### src/rtl/mem_port_arbiter_if.sv
// Bundled fetch, load/store, memory and stall signals of the shared memory port.
// slave = arbiter side, master = requesters plus memory.
interface mem_port_arbiter_if #(
  parameter int ADDR_WIDTH = 32,
  parameter int DATA_WIDTH = 32
);
  logic                  if_req;
  logic [ADDR_WIDTH-1:0] if_addr;
  logic                  if_ready;
  logic [DATA_WIDTH-1:0] if_rdata;
  logic                  d_req;
  logic                  d_we;
  logic [ADDR_WIDTH-1:0] d_addr;
  logic [DATA_WIDTH-1:0] d_wdata;
  logic                  d_ready;
  logic [DATA_WIDTH-1:0] d_rdata;
  logic                  mem_en;
  logic                  mem_we;
  logic [ADDR_WIDTH-1:0] mem_addr;
  logic [DATA_WIDTH-1:0] mem_wdata;
  logic [DATA_WIDTH-1:0] mem_rdata;
  logic                  stall;

  modport slave (
    input  if_req, if_addr, d_req, d_we, d_addr, d_wdata, mem_rdata,
    output if_ready, if_rdata, d_ready, d_rdata,
           mem_en, mem_we, mem_addr, mem_wdata, stall
  );

  modport master (
    output if_req, if_addr, d_req, d_we, d_addr, d_wdata, mem_rdata,
    input  if_ready, if_rdata, d_ready, d_rdata,
           mem_en, mem_we, mem_addr, mem_wdata, stall
  );
endinterface

### src/rtl/mem_port_arbiter.sv
// Fetch vs load/store arbiter for a single-port memory: IDLE/ISSUE/WAIT/RESP
// sequencing, anti-starvation for fetch, completion pulses and core stall.
module mem_port_arbiter #(
  parameter int ADDR_WIDTH   = 32,
  parameter int DATA_WIDTH   = 32,
  parameter int MEM_LATENCY  = 1,
  parameter int STARVE_LIMIT = 4
) (
  input logic               clk,
  input logic               reset,
  mem_port_arbiter_if.slave bus
);
  localparam int SW = $clog2(STARVE_LIMIT + 1);
  localparam int CW = $clog2(MEM_LATENCY + 1);

  typedef enum logic [1:0] {S_IDLE, S_ISSUE, S_WAIT, S_RESP} state_t;

  typedef struct packed {
    logic                  is_d;
    logic                  we;
    logic [ADDR_WIDTH-1:0] addr;
    logic [DATA_WIDTH-1:0] wdata;
  } cmd_t;

  state_t                r_state, w_next;
  cmd_t                  r_cmd;
  logic [SW-1:0]         r_streak;
  logic [CW-1:0]         r_cnt;
  logic [DATA_WIDTH-1:0] r_if_rdata, r_d_rdata;

  logic w_any_req, w_streak_max, w_grant_d, w_last_wait;
  logic w_mem_en, w_mem_we, w_if_ready, w_d_ready, w_stall;

  assign w_any_req    = bus.if_req | bus.d_req;
  assign w_streak_max = (r_streak == SW'(STARVE_LIMIT));
  // data has priority until fetch has waited through STARVE_LIMIT data grants
  assign w_grant_d    = bus.d_req & (~bus.if_req | ~w_streak_max);

  always_comb begin
    w_next      = r_state;
    w_last_wait = 1'b0;
    w_mem_en    = 1'b0;
    w_mem_we    = 1'b0;
    w_if_ready  = 1'b0;
    w_d_ready   = 1'b0;
    case (r_state)
      S_IDLE:  if (w_any_req) w_next = S_ISSUE;
      S_ISSUE: begin
        w_mem_en = 1'b1;
        w_mem_we = r_cmd.we;
        w_next   = S_WAIT;
      end
      S_WAIT: if (r_cnt == CW'(1)) begin
        w_last_wait = 1'b1;
        w_next      = S_RESP;
      end
      S_RESP: begin
        w_if_ready = ~r_cmd.is_d;
        w_d_ready  = r_cmd.is_d;
        w_next     = S_IDLE;
      end
      default: w_next = S_IDLE;
    endcase
    // gated by reset so every output reads 0 while reset is held
    w_stall = ~reset & ((bus.if_req & ~w_if_ready) | (bus.d_req & ~w_d_ready));
  end

  always_ff @(posedge clk or posedge reset) begin
    if (reset) r_state <= S_IDLE;
    else       r_state <= w_next;
  end

  always_ff @(posedge clk or posedge reset) begin
    if (reset) begin
      r_cmd      <= '0;
      r_streak   <= '0;
      r_cnt      <= '0;
      r_if_rdata <= '0;
      r_d_rdata  <= '0;
    end else begin
      if (r_state == S_IDLE && w_any_req) begin
        r_cmd.is_d  <= w_grant_d;
        r_cmd.we    <= w_grant_d & bus.d_we;
        r_cmd.addr  <= w_grant_d ? bus.d_addr : bus.if_addr;
        r_cmd.wdata <= w_grant_d ? bus.d_wdata : '0;
        if (w_grant_d && bus.if_req) begin
          if (!w_streak_max) r_streak <= r_streak + 1'b1;
        end else begin
          r_streak <= '0;
        end
      end
      if (r_state == S_ISSUE)     r_cnt <= CW'(MEM_LATENCY);
      else if (r_state == S_WAIT) r_cnt <= r_cnt - 1'b1;
      if (w_last_wait) begin
        if (!r_cmd.is_d)    r_if_rdata <= bus.mem_rdata;
        else if (!r_cmd.we) r_d_rdata  <= bus.mem_rdata;
      end
    end
  end

  assign bus.mem_en    = w_mem_en;
  assign bus.mem_we    = w_mem_we;
  assign bus.mem_addr  = r_cmd.addr;
  assign bus.mem_wdata = r_cmd.wdata;
  assign bus.if_ready  = w_if_ready;
  assign bus.if_rdata  = r_if_rdata;
  assign bus.d_ready   = w_d_ready;
  assign bus.d_rdata   = r_d_rdata;
  assign bus.stall     = w_stall;
endmodule

### src/flat_wrapper.sv
// flat-port wrapper written by rule: the top's interface ports become plain ports
module mem_port_arbiter_flat 
#(
  parameter int ADDR_WIDTH   = 32,
  parameter int DATA_WIDTH   = 32,
  parameter int MEM_LATENCY  = 1,
  parameter int STARVE_LIMIT = 4
)
  (clk, reset, bus_if_req, bus_if_addr, bus_d_req, bus_d_we, bus_d_addr, bus_d_wdata, bus_mem_rdata, bus_if_ready, bus_if_rdata, bus_d_ready, bus_d_rdata, bus_mem_en, bus_mem_we, bus_mem_addr, bus_mem_wdata, bus_stall);
  mem_port_arbiter_if #(.ADDR_WIDTH(ADDR_WIDTH), .DATA_WIDTH(DATA_WIDTH)) bus_i ();
  input logic clk;
  input logic reset;
  input wire logic [$bits(bus_i.if_req)-1:0] bus_if_req;
  input wire logic [$bits(bus_i.if_addr)-1:0] bus_if_addr;
  input wire logic [$bits(bus_i.d_req)-1:0] bus_d_req;
  input wire logic [$bits(bus_i.d_we)-1:0] bus_d_we;
  input wire logic [$bits(bus_i.d_addr)-1:0] bus_d_addr;
  input wire logic [$bits(bus_i.d_wdata)-1:0] bus_d_wdata;
  input wire logic [$bits(bus_i.mem_rdata)-1:0] bus_mem_rdata;
  output wire logic [$bits(bus_i.if_ready)-1:0] bus_if_ready;
  output wire logic [$bits(bus_i.if_rdata)-1:0] bus_if_rdata;
  output wire logic [$bits(bus_i.d_ready)-1:0] bus_d_ready;
  output wire logic [$bits(bus_i.d_rdata)-1:0] bus_d_rdata;
  output wire logic [$bits(bus_i.mem_en)-1:0] bus_mem_en;
  output wire logic [$bits(bus_i.mem_we)-1:0] bus_mem_we;
  output wire logic [$bits(bus_i.mem_addr)-1:0] bus_mem_addr;
  output wire logic [$bits(bus_i.mem_wdata)-1:0] bus_mem_wdata;
  output wire logic [$bits(bus_i.stall)-1:0] bus_stall;
  assign bus_i.if_req = bus_if_req;
  assign bus_i.if_addr = bus_if_addr;
  assign bus_i.d_req = bus_d_req;
  assign bus_i.d_we = bus_d_we;
  assign bus_i.d_addr = bus_d_addr;
  assign bus_i.d_wdata = bus_d_wdata;
  assign bus_i.mem_rdata = bus_mem_rdata;
  assign bus_if_ready = bus_i.if_ready;
  assign bus_if_rdata = bus_i.if_rdata;
  assign bus_d_ready = bus_i.d_ready;
  assign bus_d_rdata = bus_i.d_rdata;
  assign bus_mem_en = bus_i.mem_en;
  assign bus_mem_we = bus_i.mem_we;
  assign bus_mem_addr = bus_i.mem_addr;
  assign bus_mem_wdata = bus_i.mem_wdata;
  assign bus_stall = bus_i.stall;
  mem_port_arbiter #(.ADDR_WIDTH(ADDR_WIDTH), .DATA_WIDTH(DATA_WIDTH), .MEM_LATENCY(MEM_LATENCY), .STARVE_LIMIT(STARVE_LIMIT)) u_core (.clk(clk), .reset(reset), .bus(bus_i));
endmodule
### config.mk
export PLATFORM = sky130hd
export DESIGN_NAME = mem_port_arbiter_flat
export DESIGN_NICKNAME = d
export VERILOG_FILES = /design/src/rtl/mem_port_arbiter_if.sv /design/src/rtl/mem_port_arbiter.sv /design/src/flat_wrapper.sv
export SDC_FILE = /design/constraint.sdc
export NUM_CORES = 1
export LEC_CHECK = 0
export ABC_AREA = 1
export CAP_MARGIN = 10
export CORE_UTILIZATION = 46
export DETAILED_ROUTE_END_ITERATION = 8
export HOLD_SLACK_MARGIN = 0.1
export PLACE_DENSITY = 0.86
export SYNTH_ARGS = -nofsm -noshare
export SYNTH_HDL_FRONTEND = slang
export SYNTH_SLANG_ARGS = --single-unit
### constraint.sdc
create_clock -name clk -period 14 [get_ports clk]
set_clock_uncertainty 0.1 [all_clocks]
set_input_delay 3.5 -clock clk [delete_from_list [all_inputs] [get_ports clk]]
set_output_delay 3.5 -clock clk [all_outputs]
set_load 0.02 [all_outputs]
Yosys cells after proc, flatten, opt, wreduce, memory -nomap -nowiden. Index checks and enable logic that the tools add are counted.

Output and inout bits: 133. Logic and storage cells: 56. Register bits after elaboration: 136. Input bits: 133.

Eq/ne operators: 7. Mux-type cells: 15. Bitwise logic cells: 15. Reductions and logical operators: 8. Add/subtract/negate cells: 2.

Operators by type and width (count): $mux W32 (2); $mux W1 (8); $pmux W2 S4 (1); $not A1 Y1 (7); $mux W3 (2); $reduce_and A2 Y1 (3); $and A1 B1 Y1 (5); $eq A2 B2 Y1 const B (2); $mux W2 (2); $ne A2 B1 Y1 const B (2); $add A3 B1 Y3 const B (1); $eq A3 B3 Y1 const B (1); $or A1 B1 Y1 (3); $reduce_and A3 Y1 (1); $eq A2 B1 Y1 const B (1); $logic_and A1 B1 Y1 (2); $logic_not A2 Y1 (1); $ne A2 B2 Y1 const B (1); $reduce_bool A2 Y1 (1); $sub A1 B1 Y1 const B (1).

Logic depth before layout (Yosys ltp).
Word-level depth: 7. Mapped depth: 9. Depth with buffers taken out: 7.

Worst setup path after synthesis. No wires, ideal clock.

Kind: input to output. Start point: input port bus_d_req. End point: output port bus_stall. Cell stages on the path: 4. Slack: 6.008 ns. Arrival: 4.392 ns. Path through: buf_2 > buf_1 > nand2_1 > a21oi_1.

Word-level cells in the longest chain between the ends: 3.

Ends and longest elaborated chain: start, declared (line flat_wrapper.sv:15) `input wire logic [$bits(bus_i.d_req)-1:0] bus_d_req;`; $and A1 B1 Y1 (line mem_port_arbiter.sv:65) `w_stall = ~reset & ((bus.if_req & ~w_if_ready) | (bus.d_req & ~w_d_ready));`; $or A1 B1 Y1 (line mem_port_arbiter.sv:65); $and A1 B1 Y1 (line mem_port_arbiter.sv:65); end, declared (line flat_wrapper.sv:28) `output wire logic [$bits(bus_i.stall)-1:0] bus_stall;`.

No other way between the ends.

Worst setup path after layout. Same ends and word-level chain as after synthesis.

==> flow_summary.toml <==
[run_status]
outcome = "finished, final reports clean"

[routing]
wl_met3_um = 1610
drc = 0
drtIter0Drc = 333
vias = 5481
via_per_inst = 4.74
first_pass_iters = 6
wl_per_cell_um = 14.2
highest_layer = "met4"
wl_met1_um = 6590
routed_wl_um = 16400
drtAntennaViolNets = 0
wl_met2_um = 7870

[setup_path]
cp_cell_sequence = "clkdlybuf4s50_1 -> buf_4 -> nand2_1 -> a21oi_1 -> clkdlybuf4s50_1"
path_max_fanout = 36
worst_path_max_delay_cell = "clkdlybuf4s50_1"
cp_common_cell = "clkdlybuf4s50_1"
critPathRequiredTime_ps = 10400
ff2ff_path_depth = 8
cp-end-kind = "primary output"
slowest_delay_ps = 610
worst_r2r_startpoint = "u_core.r_state[0]"
critPathKind = "in -> out"
r2r-end = "u_core.r_cmd[65]"
critical_path_arrival_ps = 5250
critPathLaunchType = "primary input"
regToRegSetupSlack_ps = 11200

[grt]
grt_max_degree = 84
grt_usage = 0.236
first_global_vias = 5288
antenna_found_initial = 0
grt_pass1_wl_um = 25700
grt-ovfl-total = 0

[floorplanning]
io_pins = 266
die_h_um = 119
dieArea_um2 = 14200
start_util = 0.475
coreArea_um2 = 13300
rows = 42
dieWidth_um = 119

[clock_network]
clock-root-buffer = "clkbuf_16"
cts_setup_buffers = 0
cts_made_buffers = 17
cts.sinks = 136
holdBufCountCts = 0
clk_latency_ps = 420
cts_resized = 0
tritoncts = "yes"
htreeDepth = 4
path_clk_slew_ps = 60
clk_path_buf_depth = 2

[min_path]
worst_hold_path_type = "reg -> reg"
hold_start = "u_core.bus.mem_addr[24]"
holdPathEnd = "u_core.bus.mem_addr[24]"
hold_path_depth = 2

[timing]
setup_violations = 0
worstMarginPinSlew_ps = 1170
hold_viol_final = 0
tns_ps = 0
fmax_mhz = 113
fin_crit_sh = 0.632
relSlewSlack = 0.219
period_minus_slack_ps = 8850
grt_setup_unrepaired = "false"
worst_hold_slack_ps = 376
maxSlewViolCount = 0

[final_layout]
post_layout_nonfiller_instances = 1156
final_area_um2 = 9190
area_growth_pct = 45.4
n_antenna_cell = 0
utilization = 0.691
nNetsFinal = 1107
drive_gt1_frac = 0.0449

[synth]
yosysMostFrequentCell = "nand2_1"
yosys.area_share.adder = 0.0119
synthesis.area_um2 = 6320
synth_xor_area_frac = 0.00139
ys_ff_latch = 136
synth_area_leader_cell = "dfrtp_1"
synthMuxAreaShare = 0
ys_seq_area_frac = 0.539
yosysTopAreaCellShare = 0.539
synth_fp_nets = 917
synth_edf_count = 0
synth.avg_cell_area_um2 = 8.12
yosysWarnings = 0
synth_flop_cell = "dfrtp_1"
synthSimpleGateAreaFrac = 0.224
synth_top_family_by_area = "simple AND/OR/NAND/NOR gates"
async_flop_share = 1.00
synth_compound_area_frac = 0.0580
synth_commonest_cells = "nand2_1 (278), dfrtp_1 (136), inv_1 (109), nand3_1 (71), o21ai_0 (68)"
synth_cell_types = 16
synthCells = 778
netlist_top_cells_area = "dfrtp_1 (54%), nand2_1 (17%), buf_4 (7.7%)"

[placed_design]
port_buffers = 265
gp_congestion = 0.824
hpwlAfterDp_um = 11300
placed_area_um2 = 8600
dp.cells = 1124

[run]
max-cap-violations = 0

[pwr]
power_density_nw_per_um2 = 230
leakage_nw = 4.69
ir_drop_uv = 154
[worst max-delay path, delay by kind of cell]
family                 cells  cell delay [ps]
AOI/OAI and AO/OA          1              170
and+or+nand+nor            1              140
buffers and inverters      3             1430
[per-stage QoR]
step	setup slack, ps	power, mW
final	5150	2.12
after global routing	5100	2.24
after CTS	5150	2.13
after detailed placement	5150	1.70
after global placement	5170	1.67
after floorplan	6010	1.31
[report_power, final]
group,internal [mW],switching (mW)
logic,0.453,0.553
registers,0.585,0.106
clock network,0.256,0.164
[routing by layer]
layer	vias up	track usage
met2	243	0.385
met4	0	0.102
li1	2675	-
met1	2539	0.277
met5	-	0
met3	24	0.0896
[flip-flops by register name, indices dropped and copies added (netlist names)]
signal / flops
u_core.bus.d_rdata: 32
u_core.r_cnt: 1
u_core.r_cmd: 2
u_core.bus.if_rdata: 32
u_core.r_streak: 3
u_core.r_state: 2
u_core.bus.mem_wdata: 32
u_core.bus.mem_addr: 32
[cells by family after synthesis]
group,after synthesis
xor gates and xnor gates,1
and+or+nand+nor,353
AOI/OAI and AO/OA,71
adders and majority gates,6
DFF,136
buffers and inverters,211
[cell type report]
class | instances | area [µm²]
clock inverter | 11 | 98.8
sequential | 136 | 3400
fill | 1027 | 4110
clock buffer | 20 | 467
tap | 176 | 220
inverter | 112 | 425
timing repair buffer | 270 | 2700
multi-input combinational | 431 | 1870
[layout by cell type, fill, tap and decap left out, drive strengths merged]
| master | Yosys | layout |
|---|---|---|
| ha | 6 | 6 |
| o21ai | 68 | 68 |
| inv | 112 | 113 |
| nor2 | 4 | 4 |
| nand3 | 71 | 71 |
| a21oi | 3 | 3 |
| clkbuf | 22 | 20 |
| xor2 | 1 | 1 |
| dfrtp | 136 | 136 |
| nand2 | 278 | 278 |
| clkinvlp | 0 | 6 |
| clkdlybuf4s50 | 0 | 265 |
| buf | 77 | 5 |
| bufinv | 0 | 1 |
| clkinv | 0 | 3 |
[worst max path at each step]
stage               startpoint         to  slack [ps]  cells past startpoint
detailed placement   bus_d_req  bus_stall        5150                      5
floorplan            bus_d_req  bus_stall        6010                      4
finish               bus_d_req  bus_stall        5150                      5
CTS                  bus_d_req  bus_stall        5150                      5
global placement     bus_d_req  bus_stall        5170                      5
global route         bus_d_req  bus_stall        5100                      5
No activity file was read; power rests on OpenSTA's default activity.
